`src/rtl/controle_banco_if.sv`:
```
// Request, operand-return and bank-port bundle for controle_banco.
// slave is the sequencer's view; master is the requester plus bank side.
interface controle_banco_if;
   localparam int unsigned AW = 5;
   localparam int unsigned DW = 32;

   logic          rd_req;
   logic [AW-1:0] rs_addr;
   logic [AW-1:0] rt_addr;
   logic          wr_req;
   logic [AW-1:0] wr_addr;
   logic [DW-1:0] wr_data;
   logic          busy;
   logic          rd_valid;
   logic [DW-1:0] op_a;
   logic [DW-1:0] op_b;
   logic [AW-1:0] bank_address;
   logic          bank_enable_write;
   logic          bank_enable_read;
   logic [DW-1:0] bank_in_data;
   logic [DW-1:0] bank_out_data;

   modport slave (
      input  rd_req, rs_addr, rt_addr, wr_req, wr_addr, wr_data, bank_out_data,
      output busy, rd_valid, op_a, op_b,
             bank_address, bank_enable_write, bank_enable_read, bank_in_data
   );

   modport master (
      output rd_req, rs_addr, rt_addr, wr_req, wr_addr, wr_data, bank_out_data,
      input  busy, rd_valid, op_a, op_b,
             bank_address, bank_enable_write, bank_enable_read, bank_in_data
   );
endinterface

```
`src/rtl/controle_banco.sv`:
```
// Serializes write-back and two-operand reads onto the single-port register bank,
// enforcing $zero and write-before-read ordering.
module controle_banco (
   input  logic             clock,
   input  logic             reset,
   controle_banco_if.slave  bus
);
   localparam int unsigned AW = 5;
   localparam int unsigned DW = 32;

   typedef enum logic [2:0] {
      IDLE   = 3'd0,
      WRITE  = 3'd1,
      READ_A = 3'd2,
      READ_B = 3'd3,
      CAP    = 3'd4
   } state_t;

   state_t        state;
   state_t        state_n;

   logic          rd_pend;
   logic          rd_pend_n;
   logic [AW-1:0] rs_q;
   logic [AW-1:0] rs_n;
   logic [AW-1:0] rt_q;
   logic [AW-1:0] rt_n;
   logic [AW-1:0] wa_q;
   logic [AW-1:0] wa_n;
   logic [DW-1:0] wd_q;
   logic [DW-1:0] wd_n;
   logic [DW-1:0] tmp_q;
   logic [DW-1:0] tmp_n;

   logic [DW-1:0] op_a_q;
   logic [DW-1:0] op_a_n;
   logic [DW-1:0] op_b_q;
   logic [DW-1:0] op_b_n;
   logic          valid_q;
   logic          valid_n;
   logic          busy_q;
   logic          busy_n;

   logic [AW-1:0] baddr_q;
   logic [AW-1:0] baddr_n;
   logic          bwe_q;
   logic          bwe_n;
   logic          bre_q;
   logic          bre_n;
   logic [DW-1:0] bdin_q;
   logic [DW-1:0] bdin_n;

   // State register
   always_ff @(posedge clock or posedge reset) begin
      if (reset) state <= IDLE;
      else       state <= state_n;
   end

   // Next state, latches and next-cycle outputs
   always_comb begin
      state_n   = state;
      rd_pend_n = rd_pend;
      rs_n      = rs_q;
      rt_n      = rt_q;
      wa_n      = wa_q;
      wd_n      = wd_q;
      tmp_n     = tmp_q;
      op_a_n    = op_a_q;
      op_b_n    = op_b_q;
      valid_n   = 1'b0;

      case (state)
         IDLE: begin
            if (bus.wr_req && (bus.wr_addr != AW'(0))) begin
               wa_n    = bus.wr_addr;
               wd_n    = bus.wr_data;
               state_n = WRITE;
               if (bus.rd_req) begin
                  rs_n      = bus.rs_addr;
                  rt_n      = bus.rt_addr;
                  rd_pend_n = 1'b1;
               end
            end else if (bus.rd_req) begin
               // A write to r0 is dropped here; any read goes straight on
               rs_n    = bus.rs_addr;
               rt_n    = bus.rt_addr;
               state_n = READ_A;
            end
         end
         WRITE: begin
            if (rd_pend) begin
               rd_pend_n = 1'b0;
               state_n   = READ_A;
            end else begin
               state_n = IDLE;
            end
         end
         READ_A: state_n = READ_B;
         READ_B: begin
            tmp_n   = bus.bank_out_data;
            state_n = CAP;
         end
         CAP: begin
            op_a_n  = (rs_q == AW'(0)) ? DW'(0) : tmp_q;
            op_b_n  = (rt_q == AW'(0)) ? DW'(0) : bus.bank_out_data;
            valid_n = 1'b1;
            state_n = IDLE;
         end
         default: state_n = IDLE;
      endcase

      // Bank port is registered, so it is derived from the state being entered
      busy_n  = (state_n != IDLE);
      baddr_n = AW'(0);
      bwe_n   = 1'b0;
      bre_n   = 1'b0;
      bdin_n  = DW'(0);
      case (state_n)
         WRITE: begin
            baddr_n = wa_n;
            bwe_n   = 1'b1;
            bdin_n  = wd_n;
         end
         READ_A: begin
            baddr_n = rs_n;
            bre_n   = 1'b1;
         end
         READ_B: begin
            baddr_n = rt_n;
            bre_n   = 1'b1;
         end
         default: ;
      endcase
   end

   // Datapath and output registers
   always_ff @(posedge clock or posedge reset) begin
      if (reset) begin
         rd_pend <= 1'b0;
         rs_q    <= '0;
         rt_q    <= '0;
         wa_q    <= '0;
         wd_q    <= '0;
         tmp_q   <= '0;
         op_a_q  <= '0;
         op_b_q  <= '0;
         valid_q <= 1'b0;
         busy_q  <= 1'b0;
         baddr_q <= '0;
         bwe_q   <= 1'b0;
         bre_q   <= 1'b0;
         bdin_q  <= '0;
      end else begin
         rd_pend <= rd_pend_n;
         rs_q    <= rs_n;
         rt_q    <= rt_n;
         wa_q    <= wa_n;
         wd_q    <= wd_n;
         tmp_q   <= tmp_n;
         op_a_q  <= op_a_n;
         op_b_q  <= op_b_n;
         valid_q <= valid_n;
         busy_q  <= busy_n;
         baddr_q <= baddr_n;
         bwe_q   <= bwe_n;
         bre_q   <= bre_n;
         bdin_q  <= bdin_n;
      end
   end

   assign bus.busy              = busy_q;
   assign bus.rd_valid          = valid_q;
   assign bus.op_a              = op_a_q;
   assign bus.op_b              = op_b_q;
   assign bus.bank_address      = baddr_q;
   assign bus.bank_enable_write = bwe_q;
   assign bus.bank_enable_read  = bre_q;
   assign bus.bank_in_data      = bdin_q;
endmodule

```
`src/flat_wrapper.sv`:
```
// flat-port wrapper written by rule: the top's interface ports become plain ports
module controle_banco_flat 
  (clock, reset, bus_rd_req, bus_rs_addr, bus_rt_addr, bus_wr_req, bus_wr_addr, bus_wr_data, bus_bank_out_data, bus_busy, bus_rd_valid, bus_op_a, bus_op_b, bus_bank_address, bus_bank_enable_write, bus_bank_enable_read, bus_bank_in_data);
  controle_banco_if bus_i ();
  input  logic clock;
  input  logic reset;
  input wire logic [$bits(bus_i.rd_req)-1:0] bus_rd_req;
  input wire logic [$bits(bus_i.rs_addr)-1:0] bus_rs_addr;
  input wire logic [$bits(bus_i.rt_addr)-1:0] bus_rt_addr;
  input wire logic [$bits(bus_i.wr_req)-1:0] bus_wr_req;
  input wire logic [$bits(bus_i.wr_addr)-1:0] bus_wr_addr;
  input wire logic [$bits(bus_i.wr_data)-1:0] bus_wr_data;
  input wire logic [$bits(bus_i.bank_out_data)-1:0] bus_bank_out_data;
  output wire logic [$bits(bus_i.busy)-1:0] bus_busy;
  output wire logic [$bits(bus_i.rd_valid)-1:0] bus_rd_valid;
  output wire logic [$bits(bus_i.op_a)-1:0] bus_op_a;
  output wire logic [$bits(bus_i.op_b)-1:0] bus_op_b;
  output wire logic [$bits(bus_i.bank_address)-1:0] bus_bank_address;
  output wire logic [$bits(bus_i.bank_enable_write)-1:0] bus_bank_enable_write;
  output wire logic [$bits(bus_i.bank_enable_read)-1:0] bus_bank_enable_read;
  output wire logic [$bits(bus_i.bank_in_data)-1:0] bus_bank_in_data;
  assign bus_i.rd_req = bus_rd_req;
  assign bus_i.rs_addr = bus_rs_addr;
  assign bus_i.rt_addr = bus_rt_addr;
  assign bus_i.wr_req = bus_wr_req;
  assign bus_i.wr_addr = bus_wr_addr;
  assign bus_i.wr_data = bus_wr_data;
  assign bus_i.bank_out_data = bus_bank_out_data;
  assign bus_busy = bus_i.busy;
  assign bus_rd_valid = bus_i.rd_valid;
  assign bus_op_a = bus_i.op_a;
  assign bus_op_b = bus_i.op_b;
  assign bus_bank_address = bus_i.bank_address;
  assign bus_bank_enable_write = bus_i.bank_enable_write;
  assign bus_bank_enable_read = bus_i.bank_enable_read;
  assign bus_bank_in_data = bus_i.bank_in_data;
  controle_banco u_core (.clock(clock), .reset(reset), .bus(bus_i));
endmodule
```
`config.mk`:
```
export PLATFORM = sky130hd
export DESIGN_NAME = controle_banco_flat
export DESIGN_NICKNAME = d
export VERILOG_FILES = /design/src/rtl/controle_banco_if.sv /design/src/rtl/controle_banco.sv /design/src/flat_wrapper.sv
export SDC_FILE = /design/constraint.sdc
export NUM_CORES = 1
export LEC_CHECK = 0
export CAP_MARGIN = 15
export CORE_ASPECT_RATIO = 2
export CORE_MARGIN = 2
export CORE_UTILIZATION = 27
export DETAILED_ROUTE_END_ITERATION = 6
export GPL_TIMING_DRIVEN = 0
export SYNTH_ARGS = -nofsm -noshare
export SYNTH_HDL_FRONTEND = slang
export SYNTH_SLANG_ARGS = --single-unit
```
`constraint.sdc`:
```
create_clock -name clock -period 6.5 [get_ports clock]
set_input_delay 1.3 -clock clock [delete_from_list [all_inputs] [get_ports clock]]
set_output_delay 1.3 -clock clock [all_outputs]
set_load 0.005 [all_outputs]
```
Word level (Yosys, flattened, before mapping)
Cells that the tools add are included.
{"block": "classes", "n_addsub": 0, "multipliers": 0, "div_mod_pow": 0, "magnitude_cmp": 0, "n_eq_ne": 9, "shifts": 0, "muxes": 22, "bitwise": 0, "n_reduce_logical": 9}
{"operator": "32-bit two-way mux", "n": 5}
{"operator": "5-bit two-way mux", "n": 6}
{"operator": "5-bit case mux with 3 select lines", "n": 1}
{"operator": "3-bit by 2-bit equality test with 1-bit output, second input constant", "n": 4}
{"operator": "3-bit case mux with 4 select lines", "n": 1}
{"operator": "5-bit logical NOT", "n": 2}
{"operator": "3-bit by 1-bit equality test with 1-bit output, second input constant", "n": 2}
{"operator": "3-bit two-way mux", "n": 2}
{"operator": "1-bit two-way mux", "n": 5}
{"operator": "5-bit nonzero test", "n": 1}
{"operator": "3-bit equality test, second input constant", "n": 1}
{"operator": "3-bit logical NOT", "n": 1}
{"operator": "3-bit AND reduction", "n": 1}
{"operator": "3-bit nonzero test", "n": 1}
{"operator": "2-bit two-way mux", "n": 1}
{"operator": "2-bit by 1-bit inequality test with 1-bit output, second input constant", "n": 1}
{"operator": "2-bit inequality test, second input constant", "n": 1}
{"operator": "1-bit case mux with 2 select lines", "n": 1}
{"operator": "2-bit nonzero test", "n": 1}
{"operator": "2-bit OR reduction", "n": 1}
{"operator": "1-bit logical AND", "n": 1}
{"block": "word_totals", "reg_bits": 188, "latch_bits": 0, "ram_bits": 0, "romBits": 0, "inputBits": 83, "elab_cells": 55, "memories": 0}

Longest topological paths before layout
Gate-level depths: netlist of the first run.
{"block": "logic_depth", "depth_word": 7, "depth_mapped": 6, "mapped_depth_nobuf": 4}

Worst setup path before layout of the first run
Ideal clock, no wire load.
{"block": "synth_timing", "path_type": "input to register", "start": "in bus_rd_req", "end": "reg u_core.baddr_q[1] (netlist: u_core.bus.bank_address[1])", "setup_time_ns": 0.124, "arrival_time_ns": 2.219, "required_time_ns": 6.376, "path_slack_ns": 4.157, "stages": 5, "path_buffers": 1, "cell_sequence": "nor4b_1 -> buf_2 -> mux2_2 -> o211ai_1 -> nand2_1"}
{"block": "synth_via", "elab_cells_between_ends": 11, "cone_classes": "eq/ne: 3; mux: 8"}
{"element": "start: declaration", "line": "flat_wrapper.sv:7", "text": "input wire logic [$bits(bus_i.rd_req)-1:0] bus_rd_req;"}
{"element": "5-bit two-way mux", "line": "controle_banco.sv:78, controle_banco.sv:83"}
{"element": "5-bit two-way mux", "line": "controle_banco.sv:72", "text": "case (state)"}
{"element": "via u_core.rs_n[1]", "line": "controle_banco.sv:25", "text": "logic [AW-1:0] rs_n;"}
{"element": "5-bit case mux with 3 select lines", "line": "controle_banco.sv:118", "text": "case (state_n)"}
{"element": "via u_core.baddr_n[1]", "line": "controle_banco.sv:45", "text": "logic [AW-1:0] baddr_n;"}
{"element": "end signal: assignment", "line": "controle_banco.sv:164", "text": "baddr_q <= baddr_n;"}
{"element": "end: declaration", "line": "controle_banco.sv:44", "text": "logic [AW-1:0] baddr_q;"}
The timed path passes the listed nets, and every way through them passes these cells.
A chain may end at the register's enable or synchronous reset.

Final worst setup path of the first run
{"block": "layout_timing", "start": "in bus_wr_addr[1]", "end": "reg u_core.baddr_q[0] (netlist: u_core.bus.bank_address[0])"}
{"block": "layout_via", "elab_chain_cells": 6, "elab_cells_between_ends": 10, "cone_classes": "eq/ne: 3; mux: 5; reduce/logical: 2"}
{"element": "start: declaration", "line": "flat_wrapper.sv:11", "text": "input wire logic [$bits(bus_i.wr_addr)-1:0] bus_wr_addr;"}
{"element": "5-bit nonzero test (*)", "line": "controle_banco.sv:74", "text": "if (bus.wr_req && (bus.wr_addr != AW'(0))) begin"}
{"element": "1-bit logical AND (*)", "line": "controle_banco.sv:74"}
{"element": "3-bit two-way mux", "line": "controle_banco.sv:74"}
{"element": "3-bit case mux with 4 select lines", "line": "controle_banco.sv:72"}
{"element": "3-bit by 2-bit equality test with 1-bit output or 3-bit by 1-bit equality test with 1-bit output (tied branches)", "line": "controle_banco.sv:118"}
{"element": "5-bit case mux with 3 select lines (*)", "line": "controle_banco.sv:118"}
{"element": "via u_core.baddr_n[0]", "line": "controle_banco.sv:45"}
Mark *: on every way through the listed nets, which the timed path passes. The rest lies on a longest branch.

==> results.toml, run 1 <==
[status]
status = "complete, no violations"

[synthesis]
synth-xor-area-share_pct = 0
synth.net_count = 516
synth_adder_area_share_pct = 0
ys_seq_area_share_pct = 69.4
yosys.cell_types.count = 29
synthMuxAreaShare_pct = 2.07
synth_top_family_by_area = "simple AND/OR/NAND/NOR gates"
yosysWarningCount = 0
synth-async-reset-ratio_pct = 100
synthSimpleGateAreaFrac_pct = 13.6
syn_avg_cell_area_um2 = 12.6
synth_cells = 433
syn_area_um2 = 5450
synth_compound_area_share_pct = 12.3
ys.flop_type = "dfrtp_1"
synth_edf_count = 0
synth-seq-cells = 151

[final_layout]
final_util_pct = 42.2
drive_gt1_share_pct = 8.44
final_cells = 914
nNetsFinal = 723
final_area_um2 = 8370
multi_input_area_um2 = 1520
seqCellArea_um2 = 3780
nFillCells = 1885
n_antenna_cell = 0
syn_to_final_growth_pct = 53.6

[route]
vias = 4055
top_layer_used = "met4"
wl_met2_mm = 8.37
wl_met3_um = 818
drt-vias-per-instance = 4.44
wl_met1_mm = 5.90
routed_wirelength_mm = 15.4
drtIter0Drc = 127
first_pass_iters = 4
antenna_left = 0
drcViolationCount = 0
routedWlPerCell_um = 16.8

[timing]
skew_ps = 9.39
setup_viol = 0
setup_slack_ps = 3740
period_share_pct = 42.5
fmaxAchievable_mhz = 362
tightest_slew_ps = 636
fin_crit_ps = 2760
slew_headroom_pct = 57.2
rsz0062_at_grt = "false"
drv_slew = 0
hold_viol = 0

[grt]
antenna_found_initial = 0
grt-ovfl-total = 0
first_global_vias = 4485
grt_max_degree = 98
grt_pass1_wl_mm = 24.6
grt_use_total_pct = 14.9

[pwr]
power_uw = 3990
sw_frac_of_total_pct = 27.8
powerDensity_nw_per_um2 = 477
switchingPower_uw = 1110
clkPwrFrac_pct = 28.7
sequentialPowerShare_pct = 38.5
combPwrFrac_pct = 32.8
cellInternalPower_uw = 2890
vdd_drop_max_uv = 181
p_leak_uw = 0.00379

[die]
dieArea_um2 = 21400
die_w_um = 104
io_pins = 188
core_area_um2 = 19800
placementRows = 73
die_y_um = 205
start_util_pct = 27.5

[cts]
cts.sinks = 151
worstSkewPairLatency_ps = 420
cts_buffer_depth = 2
cts_buffers = 17
cts_tree = "yes"
ctsResizeCount = 0
clkSlewWorstSetupHoldPaths_ps = 60
cts.htree.levels = 4
cts_root_buffer = "clkbuf_16"
ctsHoldBuffers = 0
cts_setup_buffers = 0

[critical_path]
worstSetupEndpointType = "register"
cp_max_fo = 4
worstPathRequired_ps = 6830
critPathLaunchType = "input pin"
crit_type = "in -> reg"
arrival_ps = 3090

[placement]
place_hpwl_mm = 11.2
dpl.cell_count = 883
gp_congestion = 0.801
pre_cts_slack_ps = 3340
port_buffers = 187
placed_area_um2 = 7680

[flow_run]
cap_viol_max_count = 0

[worst_hold_path]
hold_class = "reg -> reg"
## registers in the layout, summed over array words and instances, names as in the netlist
signal and flops:
u_core.bus.bank_address 5, u_core.bus.bank_enable_read 1, u_core.bus.bank_enable_write 1, u_core.bus.bank_in_data 32
u_core.bus.busy 1, u_core.bus.op_a 32, u_core.bus.op_b 32, u_core.bus.rd_valid 1
u_core.rd_pend 1, u_core.rs_q 5, u_core.rt_q 5, u_core.state 3
u_core.tmp_q 32
## worst paths after layout
kind | startpoint | end | slack, ps | depth (start not counted)
max in group asynchronous | reset | u_core.tmp_q[19] | 4350 | 3
min reg2reg | u_core.tmp_q[18] | u_core.tmp_q[18] | 470 | 2
min in group asynchronous | reset | u_core.bus.bank_in_data[3] | 1300 | 2
min | u_core.tmp_q[18] | u_core.tmp_q[18] | 470 | 2
max | bus_wr_addr[1] | u_core.bus.bank_address[0] | 3740 | 5
max reg2reg | u_core.state[2] | u_core.bus.op_b[26] | 4240 | 5
## Yosys cell counts (all sizes together) (3+ instances only)
cell      n  area (um2)
dfrtp   151        3780
nand2   102         383
a22o     65         569
and2     32         200
clkbuf   17        63.8
buf      11        63.8
mux2     10         113
a21oi     9        48.8
nor2      6        22.5
inv       5        18.8
nor4bb    5        50.1
nor3      4        20.0
o211ai    3        22.5
o21ai     3        15.0
## area by class of cell
class,instances,share of cell area (%)
Multi-Input combinational cell,249,18.2
Buffer,28,1.52
Sequential cell,151,45.1
Clock buffer,24,5.99
Tap cell,262,3.92
Clock inverter,7,2.24
Inverter,5,0.284
Timing Repair Buffer,188,22.7
## worst max-delay path, cell delays in order
cell,delay (ps)
clkdlybuf4s50_1,440
nor3_1,500
and4b_1,340
o21ai_0,270
o21ai_0,240
## cell families (layout without fill, tap and decap cells)
kind of cell           after synthesis  count (layout)
buffers and inverters               33             252
AND/OR/NAND/NOR                    157             157
AO/OA/AOI/OAI                       82              82
flip-flops                         151             151
multiplexers                        10              10
## power by group through the flow
stage	Clock, uW	Combinational (uW)	Sequential [uW]
after floorplan	0	575	1540
after detailed placement	0	1330	1550
after global placement	0	1310	1530
after CTS	1180	1340	1540
after global routing	1210	1440	1590
final	1150	1310	1540
## per-layer routing
layer | track usage, % | vias up
met3 | 3.91 | 14
met4 | 6.03 | 0
li1 | - | 1887
met2 | 27.0 | 142
met5 | 0 | -
met1 | 16.4 | 2012
## metrics by stage
| stage | setup TNS [ps] | hold WS [ps] |
|---|---|---|
| after global routing | 0 | 494 |
| after floorplan | 0 | 447 |
| after global placement | -112060 | 460 |
| final | 0 | 472 |
| after detailed placement | 0 | 463 |
| after CTS | 0 | 478 |
## cells in the final DEF (no fill, tap or decap)
| cell type | Yosys | final |
|---|---|---|
| a21boi_0 | 1 | 1 |
| a21oi_1 | 8 | 8 |
| a21oi_2 | 1 | 1 |
| a22o_1 | 65 | 65 |
| a31oi_1 | 1 | 1 |
| and2_1 | 32 | 32 |
| and4b_1 | 1 | 1 |
| buf_16 | 0 | 1 |
| buf_2 | 9 | 9 |
| buf_4 | 1 | 1 |
| buf_6 | 1 | 1 |
| bufinv_16 | 0 | 6 |
| clkbuf_1 | 17 | 19 |
| clkbuf_16 | 0 | 17 |
| clkbuf_8 | 0 | 5 |
| clkdlybuf4s50_1 | 0 | 187 |
| clkinvlp_4 | 0 | 1 |
| dfrtp_1 | 151 | 151 |
| inv_1 | 4 | 3 |
| inv_2 | 1 | 1 |
| inv_6 | 0 | 1 |
| mux2_2 | 10 | 10 |
| nand2_1 | 102 | 102 |
| nand2b_1 | 1 | 1 |
| nand3b_1 | 1 | 1 |
| nor2_1 | 6 | 6 |
| nor3_1 | 4 | 4 |
| nor3b_1 | 1 | 1 |
| nor4_1 | 1 | 1 |
| nor4b_1 | 1 | 1 |
| nor4bb_1 | 5 | 5 |
| o211ai_1 | 3 | 3 |
| o21ai_0 | 2 | 2 |
| o21ai_1 | 1 | 1 |
| or3b_2 | 1 | 1 |
| or4b_1 | 1 | 1 |
Power figures use the tool's default switching activity.
==> run 2, diff against run 1 <==
- clock period: 6.5 -> 2.8 ns (I/O delays scaled with it)
==> run 2 against run 1 <==
Compared with the run above: critical path depth unchanged; combinational power grew 130%; sequential share of layout area barely moved; setup slack got worse by 3200 ps; clock-buffer cell count unchanged; cell area is 0.10% lower; die area stayed put; global-route usage grew 0.11 points; register-to-register slack lost 3700 ps; sequential cell count unchanged; worst hold slack better by 0.98 ps; total power increased by 130%; critical endpoint is now u_core.bus.op_b[27]; highest routed layer unchanged.
==> results.toml, run 2 (synthesis gave the netlist of run 1 again) <==
[status]
status = "complete, no violations"

[cts]
cts_root_buffer = "clkbuf_16"
cts_buffers = 17
cts_setup_buffers = 0
worstSkewPairLatency_ps = 420
cts_buffer_depth = 2
cts_tree = "yes"
cts.sinks = 151
ctsResizeCount = 0
clkSlewWorstSetupHoldPaths_ps = 60
cts.htree.levels = 4
ctsHoldBuffers = 0

[final_layout]
final_cell_mix = "clkdlybuf4s50_1, dfrtp_1, nand2_1"
syn_to_final_growth_pct = 53.5
n_antenna_cell = 0
drive_gt1_share_pct = 8.55
final_area_um2 = 8360
layout_commonest_cell = "clkdlybuf4s50_1"
nNetsFinal = 725
nFillCells = 1870

[route]
antenna_left = 0
drtIter0Drc = 132
routedWlPerCell_um = 17.1
routed_wirelength_mm = 15.7
first_pass_iters = 4
drcViolationCount = 0
drt-vias-per-instance = 4.45
vias = 4083

[placement]
placed_area_um2 = 7710
port_buffers = 187
gp_congestion = 0.793
place_hpwl_mm = 11.6

[timing]
slew_headroom_pct = 38.0
fmaxAchievable_mhz = 446
hold_viol = 0
tightest_slew_ps = 928
fin_crit_ps = 2240
drv_slew = 0
setup_viol = 0
whs_ps = 473
rsz0062_at_grt = "false"
period_share_pct = 80.1
skew_ps = 8.32

[grt]
grt-ovfl-total = 0
grt_max_degree = 42
first_global_vias = 4475
grt_pass1_wl_mm = 24.7
grt_use_total_pct = 15.0
antenna_found_initial = 0

[critical_path]
crit_type = "reg -> reg"
path_buf_inv = 2
cp_top_family = "buffers and inverters"
r2r_slack_ps = 560
worstSetupEndpointType = "register"
cpPeakStageDelay_ps = 520
cp_max_fo = 10
worstPathRequired_ps = 3150
crit_slowest_cell = "clkbuf_1"
path_cells = "clkbuf_1, nand2_1, a21oi_1, clkbuf_1, a22o_1"
critPathLaunchType = "register"
cp_common_cell = "clkbuf_1"
arrival_ps = 2590

[die]
dieArea_um2 = 21400
io_pins = 188
placementRows = 73
die_w_um = 104
die_y_um = 205
core_area_um2 = 19800
start_util_pct = 27.5

[pwr]
p_leak_uw = 0.00378
vdd_drop_max_uv = 561
powerDensity_nw_per_um2 = 1100

[worst_hold_path]
hold_class = "reg -> reg"

[flow_run]
cap_viol_max_count = 0
==> run 2: changes by cell type in the layout (fill, tap and decap cells not counted) <==
cell / previous run / this run
buf_12: 0 / 3
clkbuf_1: 19 / 21
clkbuf_8: 5 / 3
clkinv_2: 0 / 2
buf_16: 1 / 0
bufinv_16: 6 / 5
clkinvlp_4: 1 / 2
inv_6: 1 / 0
==> run 2: layout make-up <==
class                   count  area [um2]  area share, %
inverters                   5        22.5          0.269
multi-input cells         249        1520           18.2
flip-flops and latches    151        3780           45.2
clock inverters             8         168           2.01
plain buffers              28         128           1.53
repair buffers            190        1930           23.1
clock buffers              24         482           5.76
well taps                 262         328           3.92
==> run 2: worst paths after layout <==
check,startpoint,end,cells after the start
max in group asynchronous,reset,u_core.rs_q[3],4
setup reg to reg,u_core.state[2],u_core.bus.op_b[27],5
hold reg to reg,u_core.tmp_q[14],u_core.tmp_q[14],2
hold / removal,u_core.tmp_q[14],u_core.tmp_q[14],2
min in group asynchronous,reset,u_core.bus.bank_enable_write,2
setup / recovery,u_core.state[2],u_core.bus.op_b[27],5
==> run 2: layer usage <==
| metal | vias to the layer above | wire [um] | track usage (%) |
|---|---|---|---|
| met2 | 152 | 8580 | 27.7 |
| met1 | 2011 | 5850 | 15.9 |
| met4 | 0 | 281 | 5.74 |
| li1 | 1898 | - | - |
| met3 | 22 | 944 | 4.36 |
| met5 | - | 0 | 0 |
==> run 2: tightest hold or removal path, stage by stage (launching register included) <==
cell	delay (ps)
dfrtp_1	340
nand2_1	50
nand2_1	60
==> run 2: where the power goes <==
| part | switching [uW] | leakage (uW) | total, uW | internal [uW] |
|---|---|---|---|---|
| combinational | 1230 | 0.00156 | 3050 | 1830 |
| clock | 883 | 0.000314 | 2530 | 1650 |
| sequential | 493 | 0.00191 | 3580 | 3090 |
| total | 2600 | 0.00378 | 9170 | 6570 |
==> run 2: through the flow <==
stage | TNS (ps) | std cells | power [uW] | util, % | setup slack (ps)
finish | 0 | 917 | 9170 | 42.2 | 557
global route | 0 | 917 | 9710 | 42.2 | 349
CTS | 0 | 917 | 9310 | 42.2 | 412
detailed placement | 0 | 885 | 6710 | 38.9 | 349
global placement | -131510 | 882 | 6600 | 38.6 | -885
floorplan | 0 | 433 | 4900 | - | 337
==> run 3, diff against run 2 <==
- clock period: 2.8 -> 2.1 ns (I/O delays scaled with it)
==> run 3 against run 2 <==
Compared with the run above: via count barely moved; total power rose by 33%; highest routed layer unchanged; fmax rose by 14%; die area unchanged; clock power rose by 33%; critical endpoint unchanged; non-clock buffer count unchanged; sequential power rose by 34%; global-route usage is essentially flat.
==> results.toml, run 3 (synthesis gave the netlist of run 1 again) <==
[pwr]
p_leak_uw = 0.00381
vdd_drop_max_uv = 748
powerDensity_nw_per_um2 = 1460

[grt]
grt_use_total_pct = 15.0
grt_pass1_wl_mm = 24.7
antenna_found_initial = 0
grt-ovfl-total = 0
grt_max_degree = 42
first_global_vias = 4485

[timing]
fin_crit_ps = 1960
period_share_pct = 93.3
setup_viol = 0
skew_ps = 10.0
setup_slack_ps = 140
fmaxAchievable_mhz = 510
slew_headroom_pct = 38.0
tightest_slew_ps = 928
rsz0062_at_grt = "false"
hold_viol = 0
drv_slew = 0

[cts]
ctsHoldBuffers = 0
clkSlewWorstSetupHoldPaths_ps = 60
cts_buffers = 17
cts_buffer_depth = 2
cts_root_buffer = "clkbuf_16"
cts_tree = "yes"
worstSkewPairLatency_ps = 420
cts.sinks = 151
cts.htree.levels = 4

[final_layout]
nNetsFinal = 725
n_antenna_cell = 0
layout_commonest_cell = "clkdlybuf4s50_1"
drive_gt1_share_pct = 10.2
final_util_pct = 42.3
syn_to_final_growth_pct = 53.8
final_cell_mix = "clkdlybuf4s50_1, dfrtp_1, nand2_1"
nFillCells = 1876
seqCellArea_um2 = 3780
multi_input_area_um2 = 1530

[placement]
place_hpwl_mm = 11.6
gp_congestion = 0.793
port_buffers = 187
pre_cts_slack_ps = -247

[critical_path]
setup.worst_path.start = "u_core.state[2]"
arrival_ps = 2310
rr_endpoint = "u_core.bus.op_b[27]"
critPathLaunchType = "register"
cp_max_fo = 10
worstPathRequired_ps = 2450
r2r_slack_ps = 140
r2r.worst_path.cells = 5
crit_type = "reg -> reg"
r2r_start = "u_core.state[2]"
worstSetupEndpointType = "register"

[status]
status = "complete, no violations"

[route]
vias = 4087
antenna_left = 0
drt-vias-per-instance = 4.46
routedWlPerCell_um = 17.1
drtIter0Drc = 119
routed_wirelength_mm = 15.7
drcViolationCount = 0
first_pass_iters = 4

[die]
die_y_um = 205
placementRows = 73
core_area_um2 = 19800
start_util_pct = 27.5
die_w_um = 104
dieArea_um2 = 21400
io_pins = 188

[flow_run]
cap_viol_max_count = 0

[worst_hold_path]
hold_class = "reg -> reg"
min_path_cells = 2
worstHoldStart = "u_core.tmp_q[14]"
hold_end = "u_core.tmp_q[14]"
run 3: cell counts in the layout (fill, tap and decap cells not counted):
Identical to the previous run, type by type.
run 3: timing repair:
action	CTS	global route
setup buffers	0	0
resized for setup	7	8
cloned	0	0
setup endpoints to repair	78	30
run 3: critical path, stage by stage, from the launching register on:
cell,delay [ps]
dfrtp_1,370
clkbuf_1,340
nand2_1,250
a21oi_2,390
clkbuf_2,350
a22o_1,180
run 3: power breakdown:
group          switching [uW]  internal (uW)  total, uW  leakage, uW
clock network            1170           2200       3370     0.000314
logic                    1650           2450       4090      0.00158
registers                 658           4120       4780      0.00191
run 3: cell type report:
class,instances,share of cell area [%]
timing repair buffer,190,23.1
clock inverter,8,2.00
tap,262,3.91
buffer,28,1.66
sequential,151,45.1
inverter,5,0.269
multi-input combinational,249,18.3
clock buffer,24,5.75
run 3: metrics by stage:
step / power [uW] / hold WS, ps / cells / cell area (um2) / setup TNS, ps
floorplan: 6540 / 447 / 433 / 5450 / -33670
global placement: 8790 / 461 / 882 / 7650 / -219510
detailed placement: 8950 / 464 / 885 / 7710 / -4880
CTS: 12400 / 478 / 917 / 8370 / 0
global route: 13000 / 494 / 917 / 8380 / 0
finish: 12200 / 473 / 917 / 8380 / 0
run 3: worst max-delay path by stage:
stage / slack, ps / to
2_1_floorplan: -220 / u_core.bus.bank_address[0]
3_3_place_gp: -1440 / u_core.bus.op_b[22]
3_5_place_dp: -250 / u_core.bus.op_b[30]
4_1_cts: 6 / u_core.bus.op_b[3]
5_1_grt: 8 / u_core.bus.op_b[18]
6_report: 140 / u_core.bus.op_b[27]
run 3: metal layers:
metal  vias up  track usage, %  share of wire, %
li1       1899               -                 -
met1      2028            15.9                37
met2       144            27.8                55
met3        16            4.36               5.8
met4         0            5.74               1.7
met5         -               0                 0
